## config.mk

```make
export PLATFORM = sky130hd
export DESIGN_NAME = pipelined_adder
export DESIGN_NICKNAME = d
export VERILOG_FILES = /design/src/rtl/pipelined_adder.sv
export SDC_FILE = /design/constraint.sdc
export NUM_CORES = 1
export LEC_CHECK = 0
export ABC_CLOCK_PERIOD_IN_PS = 2620
export BUFFER_PORTS_ARGS = -buffer_cell sky130_fd_sc_hd__buf_2
export CAP_MARGIN = 20
export CORE_MARGIN = 2
export CORE_UTILIZATION = 45
export CTS_CLUSTER_SIZE = 40
export DETAILED_ROUTE_END_ITERATION = 10
export SETUP_SLACK_MARGIN = 0.3
export SLEW_MARGIN = 20
export SYNTH_ARGS = -nofsm -noshare
export SYNTH_HDL_FRONTEND = slang
export SYNTH_SLANG_ARGS = --single-unit
```

## constraint.sdc

```tcl
create_clock -name clk -period 2.62 [get_ports clk]
set_input_delay 0.655 -clock clk [delete_from_list [all_inputs] [get_ports clk]]
set_output_delay 0.655 -clock clk [all_outputs]
set_load 0.01 [all_outputs]
```

## src/rtl/pipelined_adder.sv

```systemverilog
// Pipelined add/subtract unit: the carry chain is cut into STAGES registered slices.
// Optional signed-overflow output is built only when PIPELINED_ADDER_OVF_EN is defined.
module pipelined_adder #(
   parameter int WIDTH  = 32,
   parameter int STAGES = 4
) (
   input  logic             clk,
   input  logic             rst_n,
   input  logic             in_valid,
   output logic             in_ready,
   input  logic [WIDTH-1:0] x,
   input  logic [WIDTH-1:0] y,
   input  logic             ci,
   input  logic             sub,
   output logic             out_valid,
   input  logic             out_ready,
   output logic [WIDTH-1:0] s,
   output logic             co,
   output logic             ovf
);

   localparam int SW   = WIDTH / STAGES;
   localparam int LAST = STAGES - 1;

   // Per-stage registers: valid, carry, partial sum, and the unused operand
   // slices shifted down so the next stage always consumes bits [SW-1:0].
   logic             v_q  [STAGES];
   logic             c_q  [STAGES];
   logic [WIDTH-1:0] s_q  [STAGES];
   logic [WIDTH-1:0] xr_q [STAGES];
   logic [WIDTH-1:0] yr_q [STAGES];

   logic             f_v  [STAGES];
   logic             f_c  [STAGES];
   logic [WIDTH-1:0] f_s  [STAGES];
   logic [WIDTH-1:0] f_x  [STAGES];
   logic [WIDTH-1:0] f_y  [STAGES];

   logic             n_c  [STAGES];
   logic [WIDTH-1:0] n_s  [STAGES];
   logic [WIDTH-1:0] n_x  [STAGES];
   logic [WIDTH-1:0] n_y  [STAGES];

   logic             ld   [STAGES];

   always_comb begin
      f_v[0] = in_valid;
      f_c[0] = sub ? ~ci : ci;
      f_s[0] = '0;
      f_x[0] = x;
      f_y[0] = sub ? ~y : y;
      for (int k = 1; k < STAGES; k++) begin
         f_v[k] = v_q[k-1];
         f_c[k] = c_q[k-1];
         f_s[k] = s_q[k-1];
         f_x[k] = xr_q[k-1];
         f_y[k] = yr_q[k-1];
      end
   end

   always_comb begin
      logic [SW:0] tmp;
      tmp = '0;
      for (int k = 0; k < STAGES; k++) begin
         tmp = {1'b0, f_x[k][SW-1:0]} + {1'b0, f_y[k][SW-1:0]} + {{SW{1'b0}}, f_c[k]};
         n_c[k] = tmp[SW];
         n_s[k] = f_s[k];
         n_s[k][k*SW +: SW] = tmp[SW-1:0];
         n_x[k] = f_x[k] >> SW;
         n_y[k] = f_y[k] >> SW;
      end
   end

   // Handshake: a beat moves on valid && ready. Stage k loads when it is empty
   // or its beat advances; the last stage advances on out_ready, so bubbles
   // collapse and in_ready = !valid_0 || advance_0.
   always_comb begin
      ld[LAST] = !v_q[LAST] || out_ready;
      for (int k = LAST - 1; k >= 0; k--) begin
         ld[k] = !v_q[k] || ld[k+1];
      end
   end

   always_ff @(posedge clk or negedge rst_n) begin
      if (!rst_n) begin
         for (int k = 0; k < STAGES; k++) begin
            v_q[k]  <= 1'b0;
            c_q[k]  <= 1'b0;
            s_q[k]  <= '0;
            xr_q[k] <= '0;
            yr_q[k] <= '0;
         end
      end else begin
         for (int k = 0; k < STAGES; k++) begin
            if (ld[k]) begin
               v_q[k] <= f_v[k];
               if (f_v[k]) begin
                  c_q[k]  <= n_c[k];
                  s_q[k]  <= n_s[k];
                  xr_q[k] <= n_x[k];
                  yr_q[k] <= n_y[k];
               end
            end
         end
      end
   end

   assign in_ready  = ld[0];
   assign out_valid = v_q[LAST];
   assign s         = s_q[LAST];
   assign co        = c_q[LAST];

`ifdef PIPELINED_ADDER_OVF_EN
   logic xs_q [STAGES];
   logic ys_q [STAGES];
   logic f_xs [STAGES];
   logic f_ys [STAGES];

   always_comb begin
      f_xs[0] = x[WIDTH-1];
      f_ys[0] = f_y[0][WIDTH-1];
      for (int k = 1; k < STAGES; k++) begin
         f_xs[k] = xs_q[k-1];
         f_ys[k] = ys_q[k-1];
      end
   end

   always_ff @(posedge clk or negedge rst_n) begin
      if (!rst_n) begin
         for (int k = 0; k < STAGES; k++) begin
            xs_q[k] <= 1'b0;
            ys_q[k] <= 1'b0;
         end
      end else begin
         for (int k = 0; k < STAGES; k++) begin
            if (ld[k] && f_v[k]) begin
               xs_q[k] <= f_xs[k];
               ys_q[k] <= f_ys[k];
            end
         end
      end
   end

   // Same-sign operands producing a result of the other sign.
   assign ovf = (xs_q[LAST] == ys_q[LAST]) && (s_q[LAST][WIDTH-1] != xs_q[LAST]);
`else
   assign ovf = 1'b0;
`endif

endmodule

```

==> metrics.csv <==
metric;value;unit
clk_path_buf_depth;2;
synth-main-ff-cell;dfrtp_1;
skew;0.008431;ns
synthCells;926;
ys_seq_area_share;54.05;%
p_leak;5.196;nW
syn-num-nets;1032;
final.period_utilization;84.49;%
cp_data_arrival_time;2.53;ns
cts_hold_buf;0;
rrSetupSlack;0.41;ns
grtUsageTotal;19.27;%
cts_root_buf;clkbuf_16;
max_freq;451.8;MHz
start_kind;register;
hpwl;12.62;mm
ant_nets;0;
ctsHtreeMaxLevel;4;
synth_seq_cells;184;
cp_data_required_time;2.94;ns
yosysTopAreaCell;dfrtp_1;
core;0.01864;mm2
slowest_stage;fa_1;
synthArstFlopShare;100.0;%
hold_violations;0;
synth_compound_area_share;9.797;%
vias;6311;
peakVddDrop;0.0004654;V
vias_per_cell;4.950;
antenna_found_initial;1;
crit_chain;fa_1 -> fa_2 -> a21oi_2 -> o21ai_0 -> o31a_1 -> o21ba_2;
die_h;141.6;um
syn_avg_cell_area;9.199;um2
gp_congestion;0.8372;
cpPeakStageDelay;0.49;ns
grt_max_degree;55;
synth_top_family_by_area;simple AND/OR/NAND/NOR gates;
status;complete, no violations;
cts_buffers;17;
synth_edf_count;0;
clk_pin_slew;0.07;ns
start_util;45.69;%
cp_max_fo;3;
io_buffers;104;
rows;50;
clock_sinks;184;
drc;0;
whs;0.1839;ns
rsz0062_at_grt;no;
finalSetupViolCount;0;
fin_tns_setup;0;ns
layout.nets;1133;
drt_iter0_drc;353;
drt_wl_total;18.02;mm
die-area;0.02005;mm2
fin_ws;0.4065;ns
p_total;9.628;mW
yosys_warnings;0;
wl_per_cell;14.13;um
synth_area_leaders;dfrtp_1 54%, nand2_1 19%, ha_1 4.1%;
cts_tree;built;
path_class;reg2reg;
synthMuxAreaShare;0;%
yosysUniqueCellTypes;54;
drt-pass1-iter-count;4;
layout-drive-gt1-share;17.60;%
synth_xor_area_share;4.010;%
synth-simple-area-share;23.08;%
drv_cap;0;
synth_top_area_share;54.05;%
end_kind;register;
p_per_area;956.7;mW/mm2
slew_headroom;61.35;%
synth_fa_ha_area_share;5.993;%
worst_pin_slew;0.5792;ns
hp-class;in2async;
synth_area;0.008518;mm2
pre_cts_slack;0.1399;ns
min_period;2.214;ns
dieWidth;141.6;um
clock_latency;0.43;ns
grt_pass1_wl;30.68;mm
grt_pass1_vias;6307;
gr-total-overflow;0;
pin_count;106;
crit_family;adder cells;
syn_to_final_growth;18.16;%
critical_path_buf_inv_count;0;
maxSlewViolCount;0;
fin_util;53.99;%
==> registers in the layout, indices dropped and copies added, names as in the netlist <==
register,cells
f_v,3
f_x,48
co,1
f_s,48
out_valid,1
s,32
f_y,48
c_q,3
==> Yosys cell counts (all sizes together), types with 9 or more instances <==
| cell | number |
|---|---|
| buf | 31 |
| clkbuf | 10 |
| a21oi | 10 |
| o211ai | 9 |
| dfrtp | 184 |
| a211oi | 10 |
| o21a | 9 |
| o21ai | 42 |
| ha | 28 |
| xor2 | 12 |
| xnor2 | 27 |
| inv | 12 |
| nand2 | 441 |
| nor2 | 9 |
==> timing repair <==
item,4_1_cts,5_1_grt
gates cloned,0,0
gates resized for setup,3,7
buffers inserted,0,2
setup endpoints to repair,4,6
hold endpoints to repair,0,0
pin swaps,0,4
==> worst paths after layout <==
kind | from | end | cells past startpoint
setup / recovery | c_q[3] | c_q[2] | 6
hold / removal | rst_n | f_s[19] | 1
setup reg to reg | c_q[3] | c_q[2] | 6
hold reg to reg | f_y[41] | f_y[1] | 2
max in group asynchronous | rst_n | f_y[82] | 2
min in group clk | x[18] | f_x[74] | 3
==> where the power goes <==
group	internal (mW)	switching, mW	leakage [nW]
combinational	1.14	1.52	2.59
sequential	3.70	0.497	2.29
clock	1.70	1.07	0.321
==> per-stage QoR <==
stage | area, um2 | std cells
floorplan | 8551 | 926
global placement | 9368 | 1240
detailed placement | 9368 | 1240
CTS | 10030 | 1272
global route | 10060 | 1274
finish | 10060 | 1275
==> cells by family after synthesis <==
group,count (synthesis)
flops,184
simple gates,491
other cells,1
fa+ha+maj,36
compound gates,122
buf+inv,53
xor+xnor,39
==> per-layer routing <==
metal / up-vias / wire [um] / GRT usage (%)
met1: 2962 / 8891 / 26.94
li1: 3230 / - / -
met3: 16 / 588 / 3.307
met4: 0 / 263 / 6.316
met2: 103 / 8276 / 30.81
met5: - / 0 / 0
==> cells in the final DEF, fill, tap and decap left out, types with 9 or more instances in the layout <==
| master | count |
|---|---|
| nand2_1 | 440 |
| dfrtp_1 | 184 |
| buf_2 | 103 |
| o21ai_0 | 41 |
| ha_1 | 28 |
| xnor2_1 | 27 |
| clkbuf_16 | 17 |
| buf_4 | 12 |
| inv_1 | 11 |
| xor2_1 | 11 |
| o21a_1 | 9 |
| o211ai_1 | 9 |
| a211oi_1 | 9 |
==> worst reg2reg max path, cell delays in order, from the launching register on <==
cell     delay (ns)
dfrtp_1        0.40
fa_1           0.49
fa_2           0.38
a21oi_2        0.19
o21ai_0        0.16
o31a_1         0.28
o21ba_2        0.21
==> final cells by class <==
| cell class | count | area (um2) |
|---|---|---|
| fill | 1750 | 8578 |
| sequential | 184 | 4604 |
| multi-input combinational | 689 | 3714 |
| timing repair buffer | 123 | 757.0 |
| clock buffer | 22 | 484.2 |
| tap | 234 | 292.8 |
| clock inverter | 10 | 165.2 |
| inverter | 12 | 45.04 |
| antenna | 1 | 2.502 |
(Power assumes the default switching activity.)
